--- src/rtl/lock_pkg.sv ---
// Shared definitions for the electronic lock: state encoding, default
// parameters, counter widths and a BCD validity helper.
package lock_pkg;

  typedef enum logic [1:0] {
    ST_LOCKED  = 2'd0,
    ST_OPEN    = 2'd1,
    ST_LOCKOUT = 2'd2
  } lock_state_e;

  localparam logic [15:0] DEFAULT_CODE_C     = 16'h1234;
  localparam int unsigned MAX_ATTEMPTS_C     = 3;
  localparam int unsigned LOCKOUT_CYCLES_C   = 30;
  localparam int unsigned OPEN_CYCLES_C      = 10;

  // Failure counter must hold MAX_ATTEMPTS up to 7.
  localparam int unsigned ATTEMPTS_W = 3;
  localparam int unsigned TIMER_W    = 8;

  // True when every nibble of a {bcd3,bcd2,bcd1,bcd0} word is a decimal digit.
  function automatic logic code_is_bcd(input logic [15:0] code);
    return (code[3:0]   <= 4'd9) && (code[7:4]   <= 4'd9) &&
           (code[11:8]  <= 4'd9) && (code[15:12] <= 4'd9);
  endfunction

endpackage

--- src/rtl/rise_detect.sv ---
// Rising-edge detector for a debounced button level: registers the level once
// and flags the cycle where the level is high and the registered copy is low.
module rise_detect (
  input  logic clk_slow,
  input  logic rst_n,
  input  logic i_level,
  output logic o_pulse
);

  logic r_level_q;

  always_ff @(posedge clk_slow or negedge rst_n) begin
    if (!rst_n) begin
      r_level_q <= 1'b0;
    end else begin
      // NOTE: clocked state uses <= so every flop samples pre-edge values;
      // a blocking = here would make ordering between blocks matter.
      r_level_q <= i_level;
    end
  end

  // Combinational so the controller acts on the very edge that first sees the press.
  assign o_pulse = i_level & ~r_level_q;

endmodule

--- src/rtl/lock_controller.sv ---
// Code check and access-state stage of the electronic lock: compares entered
// BCD digits with the stored code, counts failures, times lockout and open.
module lock_controller
  import lock_pkg::*;
#(
  parameter logic [15:0] DEFAULT_CODE   = DEFAULT_CODE_C,
  parameter int unsigned MAX_ATTEMPTS   = MAX_ATTEMPTS_C,
  parameter int unsigned LOCKOUT_CYCLES = LOCKOUT_CYCLES_C,
  parameter int unsigned OPEN_CYCLES    = OPEN_CYCLES_C
) (
  input  logic                  clk_slow,
  input  logic                  rst_n,
  input  logic [3:0]            bcd0,
  input  logic [3:0]            bcd1,
  input  logic [3:0]            bcd2,
  input  logic [3:0]            bcd3,
  input  logic                  btn_submit,
  input  logic                  btn_set,
  output logic                  unlocked,
  output logic                  alarm,
  output logic [ATTEMPTS_W-1:0] attempts_left,
  output logic [TIMER_W-1:0]    time_left,
  output logic                  code_saved,
  output logic                  set_error
);

  localparam logic [ATTEMPTS_W-1:0] MAX_A     = ATTEMPTS_W'(MAX_ATTEMPTS);
  localparam logic [TIMER_W-1:0]    OPEN_T    = TIMER_W'(OPEN_CYCLES);
  localparam logic [TIMER_W-1:0]    LOCKOUT_T = TIMER_W'(LOCKOUT_CYCLES);

  logic w_submit_evt;
  logic w_set_evt;

  rise_detect u_submit_edge (
    .clk_slow (clk_slow),
    .rst_n    (rst_n),
    .i_level  (btn_submit),
    .o_pulse  (w_submit_evt)
  );

  rise_detect u_set_edge (
    .clk_slow (clk_slow),
    .rst_n    (rst_n),
    .i_level  (btn_set),
    .o_pulse  (w_set_evt)
  );

  logic [15:0] w_entered;
  logic        w_entered_ok;

  assign w_entered    = {bcd3, bcd2, bcd1, bcd0};
  assign w_entered_ok = code_is_bcd(w_entered);

  lock_state_e               r_state;
  logic [TIMER_W-1:0]        r_time;
  logic [ATTEMPTS_W-1:0]     r_fails;
  logic [15:0]               r_code;
  logic                      r_unlocked;
  logic                      r_alarm;
  logic [ATTEMPTS_W-1:0]     r_attempts_left;
  logic                      r_code_saved;
  logic                      r_set_error;

  lock_state_e               w_state_nxt;
  logic [TIMER_W-1:0]        w_time_nxt;
  logic [ATTEMPTS_W-1:0]     w_fails_nxt;
  logic [ATTEMPTS_W-1:0]     w_fails_inc;
  logic [15:0]               w_code_nxt;
  logic                      w_code_saved_nxt;
  logic                      w_set_error_nxt;

  // Saturating increment: the failure count never wraps past MAX_ATTEMPTS.
  assign w_fails_inc = (r_fails >= MAX_A) ? MAX_A : r_fails + 1'b1;

  always_comb begin
    // NOTE: every output of this block gets a default first, so no path
    // through the case below can leave a value unassigned and infer a latch.
    w_state_nxt      = r_state;
    w_time_nxt       = r_time;
    w_fails_nxt      = r_fails;
    w_code_nxt       = r_code;
    w_code_saved_nxt = 1'b0;
    w_set_error_nxt  = 1'b0;

    case (r_state)
      ST_LOCKED: begin
        w_time_nxt = '0;
        if (w_set_evt) begin
          w_set_error_nxt = 1'b1;
        end
        if (w_submit_evt) begin
          if (w_entered_ok && (w_entered == r_code)) begin
            w_state_nxt = ST_OPEN;
            w_time_nxt  = OPEN_T;
            w_fails_nxt = '0;
          end else begin
            w_fails_nxt = w_fails_inc;
            if (w_fails_inc >= MAX_A) begin
              w_state_nxt = ST_LOCKOUT;
              w_time_nxt  = LOCKOUT_T;
            end
          end
        end
      end

      // Submit relocks ahead of everything; expiry beats a same-edge set.
      ST_OPEN: begin
        if (w_submit_evt || (r_time <= TIMER_W'(1))) begin
          w_state_nxt = ST_LOCKED;
          w_time_nxt  = '0;
        end else begin
          w_time_nxt = r_time - 1'b1;
          if (w_set_evt) begin
            if (w_entered_ok) begin
              w_code_nxt       = w_entered;
              w_code_saved_nxt = 1'b1;
              w_time_nxt       = OPEN_T;
            end else begin
              w_set_error_nxt = 1'b1;
            end
          end
        end
      end

      ST_LOCKOUT: begin
        if (r_time <= TIMER_W'(1)) begin
          w_state_nxt = ST_LOCKED;
          w_time_nxt  = '0;
          w_fails_nxt = '0;
        end else begin
          w_time_nxt = r_time - 1'b1;
        end
      end

      default: begin
        w_state_nxt = ST_LOCKED;
        w_time_nxt  = '0;
        w_fails_nxt = '0;
      end
    endcase
  end

  always_ff @(posedge clk_slow or negedge rst_n) begin
    if (!rst_n) begin
      r_state         <= ST_LOCKED;
      r_time          <= '0;
      r_fails         <= '0;
      // NOTE: the code register is a single word with a defined power-up
      // value, so it resets with everything else rather than being left to RAM.
      r_code          <= DEFAULT_CODE;
      r_unlocked      <= 1'b0;
      r_alarm         <= 1'b0;
      r_attempts_left <= MAX_A;
      r_code_saved    <= 1'b0;
      r_set_error     <= 1'b0;
    end else begin
      r_state         <= w_state_nxt;
      r_time          <= w_time_nxt;
      r_fails         <= w_fails_nxt;
      r_code          <= w_code_nxt;
      r_unlocked      <= (w_state_nxt == ST_OPEN);
      r_alarm         <= (w_state_nxt == ST_LOCKOUT);
      r_attempts_left <= MAX_A - w_fails_nxt;
      r_code_saved    <= w_code_saved_nxt;
      r_set_error     <= w_set_error_nxt;
    end
  end

  assign unlocked      = r_unlocked;
  assign alarm         = r_alarm;
  assign attempts_left = r_attempts_left;
  assign time_left     = r_time;
  assign code_saved    = r_code_saved;
  assign set_error     = r_set_error;

endmodule

--- config.mk ---
export PLATFORM = sky130hd
export DESIGN_NAME = lock_controller
export DESIGN_NICKNAME = d
export VERILOG_FILES = /design/src/rtl/lock_pkg.sv /design/src/rtl/rise_detect.sv /design/src/rtl/lock_controller.sv
export SDC_FILE = /design/constraint.sdc
export NUM_CORES = 1
export LEC_CHECK = 0
export ABC_AREA = 0
export CAP_MARGIN = 20
export CORE_MARGIN = 1
export CORE_UTILIZATION = 51
export CTS_CLUSTER_SIZE = 14
export DETAILED_ROUTE_END_ITERATION = 16
export PLACE_DENSITY = 0.83
export SYNTH_ARGS = -nofsm -noshare
export SYNTH_HDL_FRONTEND = slang
export SYNTH_SLANG_ARGS = --single-unit
--- constraint.sdc ---
create_clock -name clk_slow -period 2.3 [get_ports clk_slow]
set_input_delay 0.345 -clock clk_slow [delete_from_list [all_inputs] [get_ports clk_slow]]
set_output_delay 0.345 -clock clk_slow [all_outputs]
set_load 0.03 [all_outputs]
# Yosys cells after proc, flatten, opt, wreduce, memory -nomap -nowiden

Cells that the tools add are included.

Output and inout bits: 15
Bits of input ports: 20
Logic and storage cells: 66
Register bits: 38

Reduce and logical (&&, ||, !) cells: 7
Magnitude comparators: 7
$add $sub $neg: 3
Mux-type cells: 28
Bitwise logic cells: 5
Equality and inequality tests: 5

Operator list:

| kind                                                                                | count |
|---|---|
| 8-bit 2-to-1 mux                                                                    | 4 |
| 8-bit one-hot mux with 3 select lines                                               | 1 |
| 16-bit == test                                                                      | 1 |
| 4-bit less-or-equal comparator, second input constant                               | 4 |
| 5-bit 2-to-1 mux                                                                    | 3 |
| 3-bit 2-to-1 mux                                                                    | 4 |
| 2-bit 2-to-1 mux                                                                    | 5 |
| 3-bit one-hot mux with 3 select lines                                               | 1 |
| 8-bit by 1-bit less-or-equal comparator with 1-bit output, second input constant    | 1 |
| 1-bit 2-to-1 mux                                                                    | 8 |
| 8-bit by 1-bit subtractor with 8-bit output, second input constant                  | 1 |
| 3-bit by 2-bit greater-or-equal comparator with 1-bit output, second input constant | 2 |
| 2-bit one-hot mux with 3 select lines                                               | 1 |
| 2-bit by 1-bit == test with 1-bit output, second input constant                     | 2 |
| 2-bit == test, second input constant                                                | 2 |
| 1-bit logical AND                                                                   | 4 |
| 4-bit AND reduction                                                                 | 1 |
| 3-bit by 1-bit adder with 3-bit output, second input constant                       | 1 |
| 1-bit inverter                                                                      | 3 |
| 2-bit by 3-bit subtractor with 3-bit output, first input constant                   | 1 |
| 1-bit bitwise AND                                                                   | 2 |
| 2-bit logical NOT                                                                   | 1 |
| 1-bit one-hot mux with 2 select lines                                               | 1 |
| 1-bit logical OR                                                                    | 1 |

# Depth between registers and ports, before layout

Gate-level depths: netlist (run 1).

Word-level depth: 9
Gate-level depth with buffers: 8
Mapped depth without buffers: 7

# Modules after synthesis

From an unflattened synthesis (run 1), not the netlist that was laid out.

Cell total of the unflattened synthesis: 157
Area, all modules: 1,865.5 µm²

Modules (own cells, without submodules):

| module          | seq. area each (µm²) | area an instance (µm²) | instances | cells each |
|---|---|---|---|---|
| lock_controller | 884.6                | 1,788.0                | 1         | 153 |
| rise_detect     | 25.0                 | 38.8                   | 2         | 2 |

# Least setup slack after synthesis (run 1)

OpenSTA, ideal clock, no wires.

Path kind: register -> register
Start: register r_time[0] (netlist: time_left[0])
End: register r_code[10]
Library setup time: 0.125 ns
Buffers on the path: 1
Stages on the path, launching flop included: 8
Slack: -0.011 ns
Arrival time: 2.186 ns
Data required time: 2.175 ns
Period minus slack after synthesis: 2.311 ns
Cells stage by stage: dfrtp_1 inv_1 ha_1 o21bai_1 o311ai_4 nor3_4 buf_6 mux2_4

Longest elaborated chain between the ends: 4

RTL lines:

| element                                                   | line                   | source |
|---|---|---|
| start, declared                                           | lock_controller.sv:55  | `logic [TIMER_W-1:0] r_time;` |
| start signal, assigned                                    | lock_controller.sv:158 | `r_time <= w_time_nxt;` |
| 8-bit by 1-bit less-or-equal comparator with 1-bit output | lock_controller.sv:108 | `if (w_submit_evt \|\| (r_time <= TIMER_W'(1))) begin` |
| 1-bit logical OR                                          | lock_controller.sv:108 |  |
| 1-bit inverter (no source line)                           | n/a                    |  |
| 4-bit AND reduction (no source line)                      | n/a                    |  |
| end signal, assigned                                      | lock_controller.sv:160 | `r_code <= w_code_nxt;` |
| end, declared                                             | lock_controller.sv:57  | `logic [15:0] r_code;` |

Every way passes these cells.
A chain may end at the register's enable or synchronous reset.

# Worst setup path in the final report (run 1)

Start: register r_time[1] (netlist: time_left[1])
End: register r_code[0]

The elaborated chain is that of the path after synthesis.

==> results.json, run 1 <==
{
  "cp_slowest_cell": "dfrtp_1",
  "io_buffers": 34,
  "syn_nets": 168,
  "synth.top_cell.area_share": 0.413,
  "ir_drop_mv": 0.524,
  "synth_common_cells": "dfrtp_1, xnor2_1, nor2_1",
  "hold_viol": 0,
  "min_period_over_period": 0.934,
  "yosys_register_bits": 37,
  "drtIter0Drc": 34,
  "finalSetupViolCount": 0,
  "rsz0062_at_grt": "no",
  "max_slew.worst_pin.slew_ns": 0.595,
  "setup.worst_path.end_class": "register",
  "slowest_delay_ns": 0.44,
  "diodes": 0,
  "cts_hold_buffers": 0,
  "synth_top_area_cell": "dfrtp_1",
  "drtAntennaViolNets": 0,
  "core_mm2": 0.00336,
  "cts_setup_buffers": 0,
  "slew_violations": 0,
  "min_period_ns": 2.15,
  "num_vias": 1281,
  "grt_use_total": 0.210,
  "fmaxAchievable_mhz": 466,
  "fin_nets": 210,
  "postSynthAreaPerCell_um2": 12.5,
  "clk_latency_ns": 0.35,
  "max-slew-margin-rel": 0.600,
  "initial_core_util": 0.541,
  "die_w_um": 61.7,
  "critPathMaxFanout": 17,
  "p_per_area_mw_per_mm2": 534,
  "totalWireLength_um": 3470,
  "tns_ns": 0,
  "min_path_type": "primary input to asynchronous set/reset pin",
  "grt-ovfl-total": 0,
  "htree_levels": 2,
  "ios": 35,
  "drive_gt1_frac": 0.218,
  "grt_max_degree": 38,
  "cts_buffer_depth": 2,
  "grt_pass1_wl_um": 5620,
  "clock-skew-final_ns": 0.0142,
  "worstPathBufferInverterCount": 2,
  "route.detailed.drc": 0,
  "syn_area_mm2": 0.00182,
  "fin_area_mm2": 0.00232,
  "crit_chain": "inv_1 -> ha_1 -> o21bai_1 -> o311ai_4 -> nor3_4 -> buf_12 -> mux2_2",
  "ys_types": 37,
  "die_h_um": 61.7,
  "synth_edf_count": 0,
  "cts_root_buf": "clkbuf_4",
  "dp_hpwl_um": 2460,
  "yosysMostFrequentCell": "dfrtp_1",
  "viasPerCell": 5.47,
  "cts_made_buffers": 5,
  "cts_tree": "yes",
  "yosysWarnings": 0,
  "start_kind": "register",
  "gp_congestion": 0.810,
  "antenna_found_initial": 0,
  "cts_sinks": 37,
  "cap_violations": 0,
  "dieArea_mm2": 0.00381,
  "cts-resized-gates": 0,
  "firstDrtPassIters": 4,
  "synthFlopType": "dfrtp_1",
  "routedWlPerCell_um": 14.8,
  "synthCells": 145,
  "p_leak_nw": 0.977,
  "seq_area_frac_synth": 0.514,
  "reg2reg_slack_ns": 0.15,
  "path_class": "register to register",
  "areaGrowthSynthToFinish_pct": 27.7,
  "worstPathRequired_ns": 2.54,
  "grt_pass1_vias": 1312,
  "synthTopCellsByArea": "dfrtp_1, dfstp_2, mux2_4",
  "rows": 21,
  "dpl_cell_area_mm2": 0.00224,
  "crit_arrival_ns": 2.39,
  "status": "completed",
  "crit_family": "compound AO/OA/AOI/OAI gates",
  "synthArstFlopShare": 1.00,
  "clkTransAtPathRegs_ns": 0.11
}
-- state kept, by name (all words and copies together) (netlist names) --
signal                   flops
r_code                      16
time_left                    8
attempts_left                3
r_fails                      2
r_state                      2
alarm                        1
code_saved                   1
set_error                    1
u_set_edge.r_level_q         1
u_submit_edge.r_level_q      1
unlocked                     1
-- cell usage in the layout, fill, tap and decap left out, types with 3 or more instances in the layout --
cell | synthesis | routed
clkdlybuf4s50_1 | 0 | 34
dfrtp_1 | 30 | 29
xnor2_1 | 12 | 12
nor2_1 | 11 | 11
xor2_1 | 10 | 10
mux2_4 | 8 | 8
mux2_2 | 8 | 8
o21ai_0 | 7 | 7
dfstp_2 | 7 | 7
clkbuf_4 | 0 | 5
nand2b_1 | 4 | 4
nor3_1 | 4 | 4
inv_1 | 3 | 3
nor4_1 | 3 | 3
nand4_1 | 3 | 3
nand2_1 | 3 | 3
ha_1 | 3 | 3
buf_4 | 1 | 3
-- per-stage QoR --
stage          worst slack, ns  total power [mW]  instances  hold WS (ns)   util
2_1_floorplan           0.0114             0.707        145        0.0494      -
3_3_place_gp            0.0930             0.775        226         0.464  0.665
3_5_place_dp            0.0630             0.778        226         0.498  0.665
4_1_cts                  0.142              1.25        234         0.427  0.690
5_1_grt                 0.0278              1.29        234         0.436  0.690
6_report                 0.152              1.24        234         0.415  0.690
-- layout make-up --
type,count,area [um2]
Clock inverter,1,30.0
Sequential cell,37,936
Timing Repair Buffer,38,383
Inverter,3,11.3
Fill cell,273,1040
Tap cell,46,57.6
Multi-Input combinational cell,102,850
Clock buffer,7,55.1
-- kinds of logic after synthesis --
kind of cell,share of synthesized area
compound gates,0.105
xor+xnor,0.106
fa+ha+maj,0.0206
buf+inv,0.0186
flops,0.514
mux,0.116
simple gates,0.120
-- where the power goes --
group | switching (mW) | total (mW) | internal, mW
logic | 0.0504 | 0.103 | 0.0525
clock network | 0.216 | 0.475 | 0.260
registers | 0.00592 | 0.663 | 0.657
total | 0.272 | 1.24 | 0.969
-- final timing paths --
path                         startpoint                      end  depth (start not counted)
setup / recovery           time_left[1]                r_code[0]                          7
hold / removal                    rst_n             time_left[6]                          2
setup reg to reg           time_left[1]                r_code[0]                          7
hold reg to reg              r_fails[0]         attempts_left[0]                          1
max in group asynchronous         rst_n               r_code[12]                          2
min in group clk_slow        btn_submit  u_submit_edge.r_level_q                          1
-- layer usage --
layer | global-route usage | part of all wire
met1 | 0.248 | 0.44
met2 | 0.349 | 0.50
met3 | 0.0725 | 0.046
met4 | 0.0921 | 0.016
met5 | 0 | 0
-- worst register-to-register path: stages (launching register included) --
cell and delay [ns]:
dfrtp_1 0.44, inv_1 0.09, ha_1 0.24, o21bai_1 0.29
o311ai_4 0.17, nor3_4 0.26, buf_12 0.20, mux2_2 0.35
Note: power is estimated with default switching activity, not from simulation.
==> inputs of run 2 (changes only) <==
ABC_AREA = default   (was 0)
==> results of run 2 <==
Same layout as run 1: the final DEF is identical, and so are final timing and power.
==> inputs of run 3 (changes only) <==
CORE_ASPECT_RATIO = 1.75   (was default)
==> run 3 against run 2 <==
Non-clock buffer count up 3. Fmax rose by 1.7%. Utilization is 0.39 points higher. Total power rose by 1.3%. Register-to-register slack better by 0.04 ns. Design area rose by 1.6%. Via count is 1.6% higher. Sequential power is essentially flat. Wire length rose by 2.8%. Largest power group unchanged.
==> results.json, run 3 (synthesis gave the netlist of run 1 again) <==
{
  "drtAntennaViolNets": 0,
  "clk_latency_ns": 0.29,
  "route.detailed.drc": 0,
  "clock-skew-final_ns": 0.00886,
  "antenna_found_initial": 0,
  "top_register": "r_code",
  "htree_levels": 2,
  "cap_violations": 0,
  "post-route-util": 0.694,
  "drtIter0Drc": 20,
  "min_period_ns": 2.11,
  "rows": 28,
  "initial_core_util": 0.535,
  "multiInputGateArea_um2": 850,
  "gp_congestion": 0.769,
  "min_period_over_period": 0.918,
  "cts_hold_buffers": 0,
  "finalSetupViolCount": 0,
  "hold_viol": 0,
  "num_vias": 1302,
  "tns_ns": 0,
  "status": "completed",
  "fill_cells": 271,
  "firstDrtPassIters": 4,
  "cts_root_buf": "clkbuf_8",
  "final_cell_mix": "clkdlybuf4s50_1, dfrtp_1, xnor2_1",
  "drive_gt1_frac": 0.236,
  "io_buffers": 34,
  "path_class": "register to register",
  "fmaxAchievable_mhz": 473,
  "diodes": 0,
  "start_kind": "register",
  "largest_reg_flops": 16,
  "routedWlPerCell_um": 15.1,
  "cts_made_buffers": 5,
  "cts_buffer_depth": 2,
  "areaGrowthSynthToFinish_pct": 29.8,
  "p_per_area_mw_per_mm2": 533,
  "crit_arrival_ns": 2.28,
  "rsz0062_at_grt": "no",
  "totalWireLength_um": 3570,
  "cts_tree": "yes",
  "grt-ovfl-total": 0,
  "clkTransAtPathRegs_ns": 0.07,
  "grt_pass1_vias": 1397,
  "cts-resized-gates": 0,
  "dp_hpwl_um": 2680,
  "max_slew.worst_pin.slew_ns": 0.463,
  "cts_setup_buffers": 0,
  "worstPathRequired_ns": 2.47,
  "cts_sinks": 37,
  "core_mm2": 0.00340,
  "max-slew-margin-rel": 0.691,
  "critPathMaxFanout": 16,
  "die_w_um": 47.1,
  "layout_commonest_cell": "clkdlybuf4s50_1",
  "grt_max_degree": 38,
  "regArea_um2": 936,
  "grt_use_total": 0.231,
  "dieArea_mm2": 0.00382,
  "die_h_um": 81.0,
  "p_leak_nw": 1.00,
  "grt_pass1_wl_um": 6170,
  "ios": 35,
  "setup.worst_path.end_class": "register",
  "ir_drop_mv": 0.653,
  "viasPerCell": 5.52,
  "fin_nets": 213,
  "min_path_type": "primary input to asynchronous set/reset pin",
  "slew_violations": 0
}
[run 3: where the power goes]
part	internal [mW]	switching, mW
logic	0.0533	0.0498
clock network	0.271	0.220
registers	0.657	0.00629
total	0.981	0.276
[run 3: layer usage]
metal | vias up | wire length (um) | GRT usage
met5 | - | 0 | 0
met2 | 39 | 2020 | 0.403
met1 | 645 | 1330 | 0.247
li1 | 607 | - | -
met3 | 11 | 111 | 0.0511
met4 | 0 | 113 | 0.120
[run 3: layout make-up]
type | count | area share
Clock inverter | 1 | 0.00212
Sequential cell | 37 | 0.397
Clock buffer | 7 | 0.0408
Inverter | 3 | 0.00477
Tap cell | 45 | 0.0239
Multi-Input combinational cell | 102 | 0.360
Timing Repair Buffer | 41 | 0.172
[run 3: final timing paths]
kind,start,end,slack (ns),depth (start not counted)
worst min-delay path,rst_n,time_left[1],0.48,2
max in group asynchronous,rst_n,r_code[4],1.48,2
min in group clk_slow,r_fails[0],attempts_left[0],0.51,1
worst max-delay path,time_left[1],r_code[15],0.19,7
worst max register to register,time_left[1],r_code[15],0.19,7
worst min register to register,r_fails[0],attempts_left[0],0.51,1
[run 3: worst max-delay path: stages (launching register included)]
cell and delay, ns:
dfrtp_1 0.42, inv_1 0.08, ha_1 0.24, o21bai_1 0.29, o311ai_4 0.16, nor3_4 0.25, buf_12 0.20, mux2_2 0.36
[run 3: stage by stage]
stage                     setup slack [ns]  total power [mW]  hold slack, ns  instance area, um2  cells
after floorplan                     0.0114             0.707          0.0494                1820    145
after global placement               0.101             0.776           0.469                2260    228
after detailed placement            0.0119             0.779           0.491                2260    228
after CTS                            0.175              1.27           0.487                2360    236
after global routing                0.0349              1.30           0.539                2360    236
final                                0.188              1.26           0.478                2360    236
